### src/rtl/alu2_issue_seq.sv
// Command sequencer in front of the 8-bit slice ALU: owns the register file and
// flags, sequences LOAD/ARM/STROBE/WAIT, and writes results back.
module alu2_issue_seq #(
  parameter  int unsigned NREGS   = 4,
  parameter  int unsigned TIMEOUT = 15,
  localparam int unsigned AW      = $clog2(NREGS)
) (
  input  logic          aclk,
  input  logic          aresetn,
  input  logic          cmd_valid,
  output logic          cmd_ready,
  input  logic [2:0]    cmd_opcode,
  input  logic [AW-1:0] cmd_dst,
  input  logic [AW-1:0] cmd_src0,
  input  logic [AW-1:0] cmd_src1,
  input  logic          host_we,
  input  logic [AW-1:0] host_addr,
  input  logic [7:0]    host_wdata,
  output logic [7:0]    host_rdata,
  input  logic          err_clr,
  output logic          done_valid,
  output logic          done_err,
  output logic          err_timeout,
  output logic          flag_c,
  output logic          flag_z,
  output logic          flag_s,
  output logic          alu_enable,
  output logic          alu_write,
  output logic          alu_strobe,
  output logic [2:0]    alu_opcode,
  output logic [7:0]    alu_operand0,
  output logic [7:0]    alu_operand1,
  output logic          alu_carry,
  input  logic [7:0]    alu_result,
  input  logic          alu_carry_in,
  input  logic          alu_zero,
  input  logic          alu_sign,
  input  logic          alu_ready
);

  localparam int unsigned CW     = $clog2(TIMEOUT + 1);
  localparam logic [2:0]  OP_NOP = 3'b000;

  typedef enum logic [2:0] {
    S_IDLE,
    S_LOAD,
    S_ARM,
    S_STROBE,
    S_WAIT,
    S_WB
  } state_t;

  state_t          r_state;
  state_t          w_next;
  logic            w_accept;
  logic            w_timeout;
  logic            w_wb_en;
  logic [1:0]      r_phase;
  logic [CW-1:0]   r_wait_cnt;
  logic            r_seen_busy;
  logic            r_nop;
  logic [AW-1:0]   r_dst;
  logic [7:0]      r_regs [NREGS];
  logic            r_flag_c;
  logic            r_flag_z;
  logic            r_flag_s;
  logic            r_err_timeout;
  logic            r_done_valid;
  logic            r_done_err;
  logic            r_alu_enable;
  logic            r_alu_write;
  logic            r_alu_strobe;
  logic [2:0]      r_alu_opcode;
  logic [7:0]      r_alu_operand0;
  logic [7:0]      r_alu_operand1;

  // State register
  always_ff @(posedge aclk or negedge aresetn) begin
    if (!aresetn) r_state <= S_IDLE;
    else          r_state <= w_next;
  end

  // Next-state decode; an ALU completion in the last WAIT cycle beats the timeout
  always_comb begin
    w_next    = r_state;
    w_accept  = 1'b0;
    w_timeout = 1'b0;
    w_wb_en   = 1'b0;
    case (r_state)
      S_IDLE: begin
        if (cmd_valid) begin
          w_accept = 1'b1;
          w_next   = (cmd_opcode == OP_NOP) ? S_WB : S_LOAD;
        end
      end
      S_LOAD:   if (r_phase == 2'd2) w_next = S_ARM;
      S_ARM:    if (r_phase == 2'd1) w_next = S_STROBE;
      S_STROBE: w_next = S_WAIT;
      S_WAIT: begin
        if (r_seen_busy && alu_ready) begin
          w_next = S_WB;
        end else if (r_wait_cnt == CW'(TIMEOUT - 1)) begin
          w_timeout = 1'b1;
          w_next    = S_IDLE;
        end
      end
      S_WB: begin
        w_wb_en = !r_nop;
        w_next  = S_IDLE;
      end
      default: w_next = S_IDLE;
    endcase
  end

  // Dwell counters and busy tracking
  always_ff @(posedge aclk or negedge aresetn) begin
    if (!aresetn) begin
      r_phase     <= 2'd0;
      r_wait_cnt  <= '0;
      r_seen_busy <= 1'b0;
    end else begin
      r_phase     <= (w_next != r_state) ? 2'd0 : r_phase + 2'd1;
      r_wait_cnt  <= (r_state == S_WAIT && w_next == S_WAIT) ? r_wait_cnt + CW'(1) : '0;
      if (r_state != S_WAIT) r_seen_busy <= 1'b0;
      else if (!alu_ready)   r_seen_busy <= 1'b1;
    end
  end

  // Command capture; the ALU-facing operand registers double as the capture
  always_ff @(posedge aclk or negedge aresetn) begin
    if (!aresetn) begin
      r_nop          <= 1'b0;
      r_dst          <= '0;
      r_alu_opcode   <= 3'd0;
      r_alu_operand0 <= 8'd0;
      r_alu_operand1 <= 8'd0;
    end else if (w_accept) begin
      r_nop <= (cmd_opcode == OP_NOP);
      r_dst <= cmd_dst;
      if (cmd_opcode != OP_NOP) begin
        r_alu_opcode   <= cmd_opcode;
        r_alu_operand0 <= r_regs[cmd_src0];
        r_alu_operand1 <= r_regs[cmd_src1];
      end
    end
  end

  // Register file; the later writeback assignment overrides a same-index host write
  always_ff @(posedge aclk or negedge aresetn) begin
    if (!aresetn) begin
      for (int unsigned i = 0; i < NREGS; i++) r_regs[i] <= 8'd0;
    end else begin
      if (host_we) r_regs[host_addr] <= host_wdata;
      if (w_wb_en) r_regs[r_dst]     <= alu_result;
    end
  end

  // Flags, completion and sticky error
  always_ff @(posedge aclk or negedge aresetn) begin
    if (!aresetn) begin
      r_flag_c      <= 1'b0;
      r_flag_z      <= 1'b0;
      r_flag_s      <= 1'b0;
      r_err_timeout <= 1'b0;
      r_done_valid  <= 1'b0;
      r_done_err    <= 1'b0;
    end else begin
      if (w_wb_en) begin
        r_flag_c <= alu_carry_in;
        r_flag_z <= alu_zero;
        r_flag_s <= alu_sign;
      end
      if (w_timeout)    r_err_timeout <= 1'b1;
      else if (err_clr) r_err_timeout <= 1'b0;
      r_done_valid <= (w_next == S_WB) || w_timeout;
      r_done_err   <= w_timeout;
    end
  end

  // ALU control strobes, registered from the upcoming state
  always_ff @(posedge aclk or negedge aresetn) begin
    if (!aresetn) begin
      r_alu_enable <= 1'b0;
      r_alu_write  <= 1'b0;
      r_alu_strobe <= 1'b0;
    end else begin
      r_alu_enable <= (w_next == S_LOAD) || (w_next == S_ARM) ||
                      (w_next == S_STROBE) || (w_next == S_WAIT);
      r_alu_write  <= (w_next == S_LOAD);
      r_alu_strobe <= (w_next == S_STROBE);
    end
  end

  assign cmd_ready    = (r_state == S_IDLE);
  assign host_rdata   = r_regs[host_addr];
  assign done_valid   = r_done_valid;
  assign done_err     = r_done_err;
  assign err_timeout  = r_err_timeout;
  assign flag_c       = r_flag_c;
  assign flag_z       = r_flag_z;
  assign flag_s       = r_flag_s;
  assign alu_enable   = r_alu_enable;
  assign alu_write    = r_alu_write;
  assign alu_strobe   = r_alu_strobe;
  assign alu_opcode   = r_alu_opcode;
  assign alu_operand0 = r_alu_operand0;
  assign alu_operand1 = r_alu_operand1;
  assign alu_carry    = r_flag_c;

endmodule

### config.mk
export PLATFORM = sky130hd
export DESIGN_NAME = alu2_issue_seq
export DESIGN_NICKNAME = d
export VERILOG_FILES = /design/src/rtl/alu2_issue_seq.sv
export SDC_FILE = /design/constraint.sdc
export NUM_CORES = 1
export LEC_CHECK = 0
export ABC_AREA = 0
export ABC_CLOCK_PERIOD_IN_PS = 3800
export CELL_PAD_IN_SITES_DETAIL_PLACEMENT = 1
export CELL_PAD_IN_SITES_GLOBAL_PLACEMENT = 1
export CORE_UTILIZATION = 43
export DETAILED_ROUTE_END_ITERATION = 7
export HOLD_SLACK_MARGIN = 0.05
export PLACE_DENSITY = 0.87
export SLEW_MARGIN = 20
export SYNTH_ARGS = -nofsm -noshare
export SYNTH_HDL_FRONTEND = slang
export SYNTH_SLANG_ARGS = --single-unit
### constraint.sdc
create_clock -name aclk -period 3.8 [get_ports aclk]
set_input_delay 0.76 -clock aclk [delete_from_list [all_inputs] [get_ports aclk]]
set_output_delay 0.76 -clock aclk [all_outputs]
set_load 0.005 [all_outputs]
==> metrics.log <==
[metrics] antenna violations before repair: 0
[metrics] Max VDD drop: 323 uV
[metrics] Gate Count Post-Synth: 317
[metrics] residual overflow from global routing: 0
[metrics] via count of the routed design: 2859
[metrics] global placer's final weighted congestion: 0.838
[metrics] HPWL after DPL: between 7 and 8 mm
[metrics] minimum period implied by the final worst setup slack: 3440 ps
[metrics] classification of the worst setup path: in -> out
[metrics] status: complete, no violations
[metrics] cell class contributing the biggest share of worst-path delay: buffers and inverters
[metrics] clock tree from TritonCTS: built
[metrics] crit path launch type: primary input
[metrics] accumulated negative setup slack: 0 ps
[metrics] CTS Root Cell: sky130_fd_sc_hd__clkbuf_8
[metrics] number of enable-type register cells in the synthesized netlist: 0
[metrics] Slowest-stage cell, CP: sky130_fd_sc_hd__clkdlybuf4s50_1
[metrics] Core Footprint: around 8700 sq um
[metrics] die height: 96.2 um
[metrics] Async SR Flop Fraction: 1.00
[metrics] Post-Route WL: slightly above 10 mm
[metrics] total number of H-tree levels: 3
[metrics] vias in the first global route: roughly 3k
[metrics] core utilization of the finished layout: 0.563
[metrics] FP Rows: 34
[metrics] mean cell area of the mapped netlist: between 10 and 15 sq um
[metrics] number of antenna cells inserted: 0
[metrics] required time of the critical path: 3040 ps
[metrics] Yosys Warn Count: 0
[metrics] primary flip-flop cell chosen by synthesis mapping: sky130_fd_sc_hd__dfrtp_1
[metrics] total setup buffers inserted after CTS: 0
[metrics] global-route wire length before repair: around 16 mm
[metrics] cell area after placement: 4630 sq um
[metrics] clock buffer depth: 2
[metrics] First DRT Iteration DRCs: roughly 110
[metrics] post-route cell area: 4890 sq um
[metrics] transition time at the pin with the least slew margin: 1070 ps
[metrics] Syn Std Cell Area: ~3800 sq um
[metrics] clock sink total: 73
[metrics] clock latency at the later pin of the worst-skew pair: 350 ps
[metrics] Initial DRT Pass Iterations: 4
[metrics] die area: 9260 sq um
[metrics] number of maximum-capacitance constraint violations: 0
[metrics] Final nets: 426
[metrics] pin count of the biggest net entering global routing: 42
[metrics] die width: slightly below 100 um
[metrics] crit path cell chain: clkdlybuf4s50_1 > mux4_2 > clkdlybuf4s50_1
[metrics] FMAX: about 0.29 GHz
[metrics] Max stage delay on crit path: about 840 ps
[metrics] hold buffers post-CTS: 0
[metrics] number of port buffers: 73
[metrics] library cell with the largest summed area after synthesis: sky130_fd_sc_hd__dfrtp_1
[metrics] DRC errors left: 0
[metrics] Final setup violation count: 0
[metrics] clock skew: 7.71 ps
[metrics] number of gates resized after CTS: 0
[metrics] fraction of final layout cells sized beyond drive strength 1: 0.156
[metrics] register bit total from synthesis: 73
[metrics] CTS buffer count: 9
[metrics] path category of the worst min-delay check: reg -> reg
[metrics] cell with the most instances after synthesis: sky130_fd_sc_hd__dfrtp_1
[metrics] vias per inst: ~5.7
[metrics] most numerous cell on the critical path: sky130_fd_sc_hd__clkdlybuf4s50_1
[metrics] static leakage: around 0.0021 uW
[metrics] Worst Setup End Kind: primary output
[metrics] count of boundary I/O pins: 74
[metrics] power per cell area: ~750 nW/um^2
[metrics] Fillers: roughly 900
[metrics] overall power consumption: 3650 uW
[metrics] Hold Fails Final Rpt: 0
[metrics] layout-stage area growth over the synthesis result: 28.0%
[metrics] synthesized net count: 357
[metrics] top post-synthesis cells by area: sky130_fd_sc_hd__dfrtp_1 48%, sky130_fd_sc_hd__mux4_2 14%, sky130_fd_sc_hd__mux2i_1 8.4%
[metrics] max-slew violations: 0
[metrics] GRT Overall Usage: 0.234
[metrics] relative max-transition margin: 0.282
[metrics] clock-pin slew reported for the worst setup and hold paths after clock tree synthesis: roughly 70 ps
[metrics] worst-path maximum fanout: 8
[metrics] area share of the largest cell type after synthesis: 0.478
[metrics] count of cell types in the netlist: 41
[metrics] number of buffers and inverters on the critical path: 2
[metrics] starting density of the core: 0.440
[metrics] worst hold slack: 475 ps
[metrics] Critical Path AT: 2680 ps
[metrics] unrepaired setup endpoints after global routing: no
[metrics] Commonest cells post-synth: 73 x sky130_fd_sc_hd__dfrtp_1, 32 x sky130_fd_sc_hd__mux2i_1, 28 x sky130_fd_sc_hd__nand2_1
[metrics] mean routed wirelength per cell: 20.2 um
[metrics] antenna violation net count after detailed routing: 0
[metrics] fraction of the yosys area taken by sequential cells: 0.478
[metrics] Final period util: 0.907
[where the power goes]
group          internal, uW  switching [uW]
combinational           877             520
sequential             1120             338
clock                   490             305
[registers in the layout (all words and copies together) (netlist names)]
register / cells
alu_carry: 1
done_err: 1
r_nop: 1
alu_enable: 1
r_phase: 2
r_dst: 2
alu_opcode: 3
r_regs: 32
r_state: 3
r_seen_busy: 1
err_timeout: 1
alu_operand1: 8
alu_strobe: 1
alu_operand0: 8
alu_write: 1
done_valid: 1
flag_z: 1
r_wait_cnt: 4
flag_s: 1
[per-stage QoR]
step,cells,setup WS (ps)
CTS,499,329
floorplan,317,1510
detailed placement,483,335
finish,499,355
global placement,483,373
global route,499,272
[worst reg2reg max path, delay by kind of cell, from the launching register on]
family | cells | cell delay (ps)
flops | 1 | 540
simple gates | 2 | 1440
compound gates | 1 | 310
[cell type report]
class	count	area, sq um	area share
tap	108	135	0.0276
timing repair buffer	79	771	0.158
clock buffer	12	165	0.0338
multi-input combinational	215	1860	0.381
clock inverter	4	97.6	0.0200
inverter	8	30.0	0.00614
sequential	73	1830	0.374
[cell families (layout without fill, tap and decap cells)]
group | count (synthesis) | in the layout | share of synthesized area
and+or+nand+nor | 84 | 84 | 0.115
muxes | 75 | 75 | 0.281
DFF | 73 | 73 | 0.478
AOI/OAI and AO/OA | 49 | 49 | 0.0714
buffers and inverters | 29 | 103 | 0.0334
adders and majority gates | 4 | 4 | 0.0131
xor gates and xnor gates | 3 | 3 | 0.00688
[layout by cell type (no fill, tap or decap), drive strengths merged, types with 2 or more instances in the layout]
cell           Yosys  layout
dfrtp             73      73
clkdlybuf4s50      0      72
mux2i             32      32
nand2             28      28
mux4              24      24
nor2              23      23
a21oi             22      22
mux2              19      19
o21ai             18      18
clkbuf             9      12
inv                8       8
nor3               8       8
buf               12       7
nand3b             5       5
nand3              5       5
ha                 4       4
nand2b             3       3
o31ai              3       3
a22o               3       3
bufinv             0       3
nor3b              3       3
nor2b              2       2
xnor2              2       2
[final timing paths]
| kind | startpoint | endpoint | slack [ps] | depth (start not counted) |
|---|---|---|---|---|
| max in group asynchronous | aresetn | alu_operand0[0] | 2420 | 2 |
| max | host_addr[0] | host_rdata[2] | 360 | 3 |
| min in group asynchronous | aresetn | alu_operand0[5] | 560 | 1 |
| min reg2reg | r_phase[0] | r_phase[0] | 480 | 1 |
| max reg2reg | r_state[1] | r_regs[26] | 1320 | 3 |
| min | r_phase[0] | r_phase[0] | 480 | 1 |
[metal layers]
layer / wire (um) / track usage
met1: 3970 / 0.269
met5: 0 / 0
met3: 479 / 0.0442
met2: 5430 / 0.424
met4: 184 / 0.0970
Note: power is estimated with default switching activity, not from simulation.
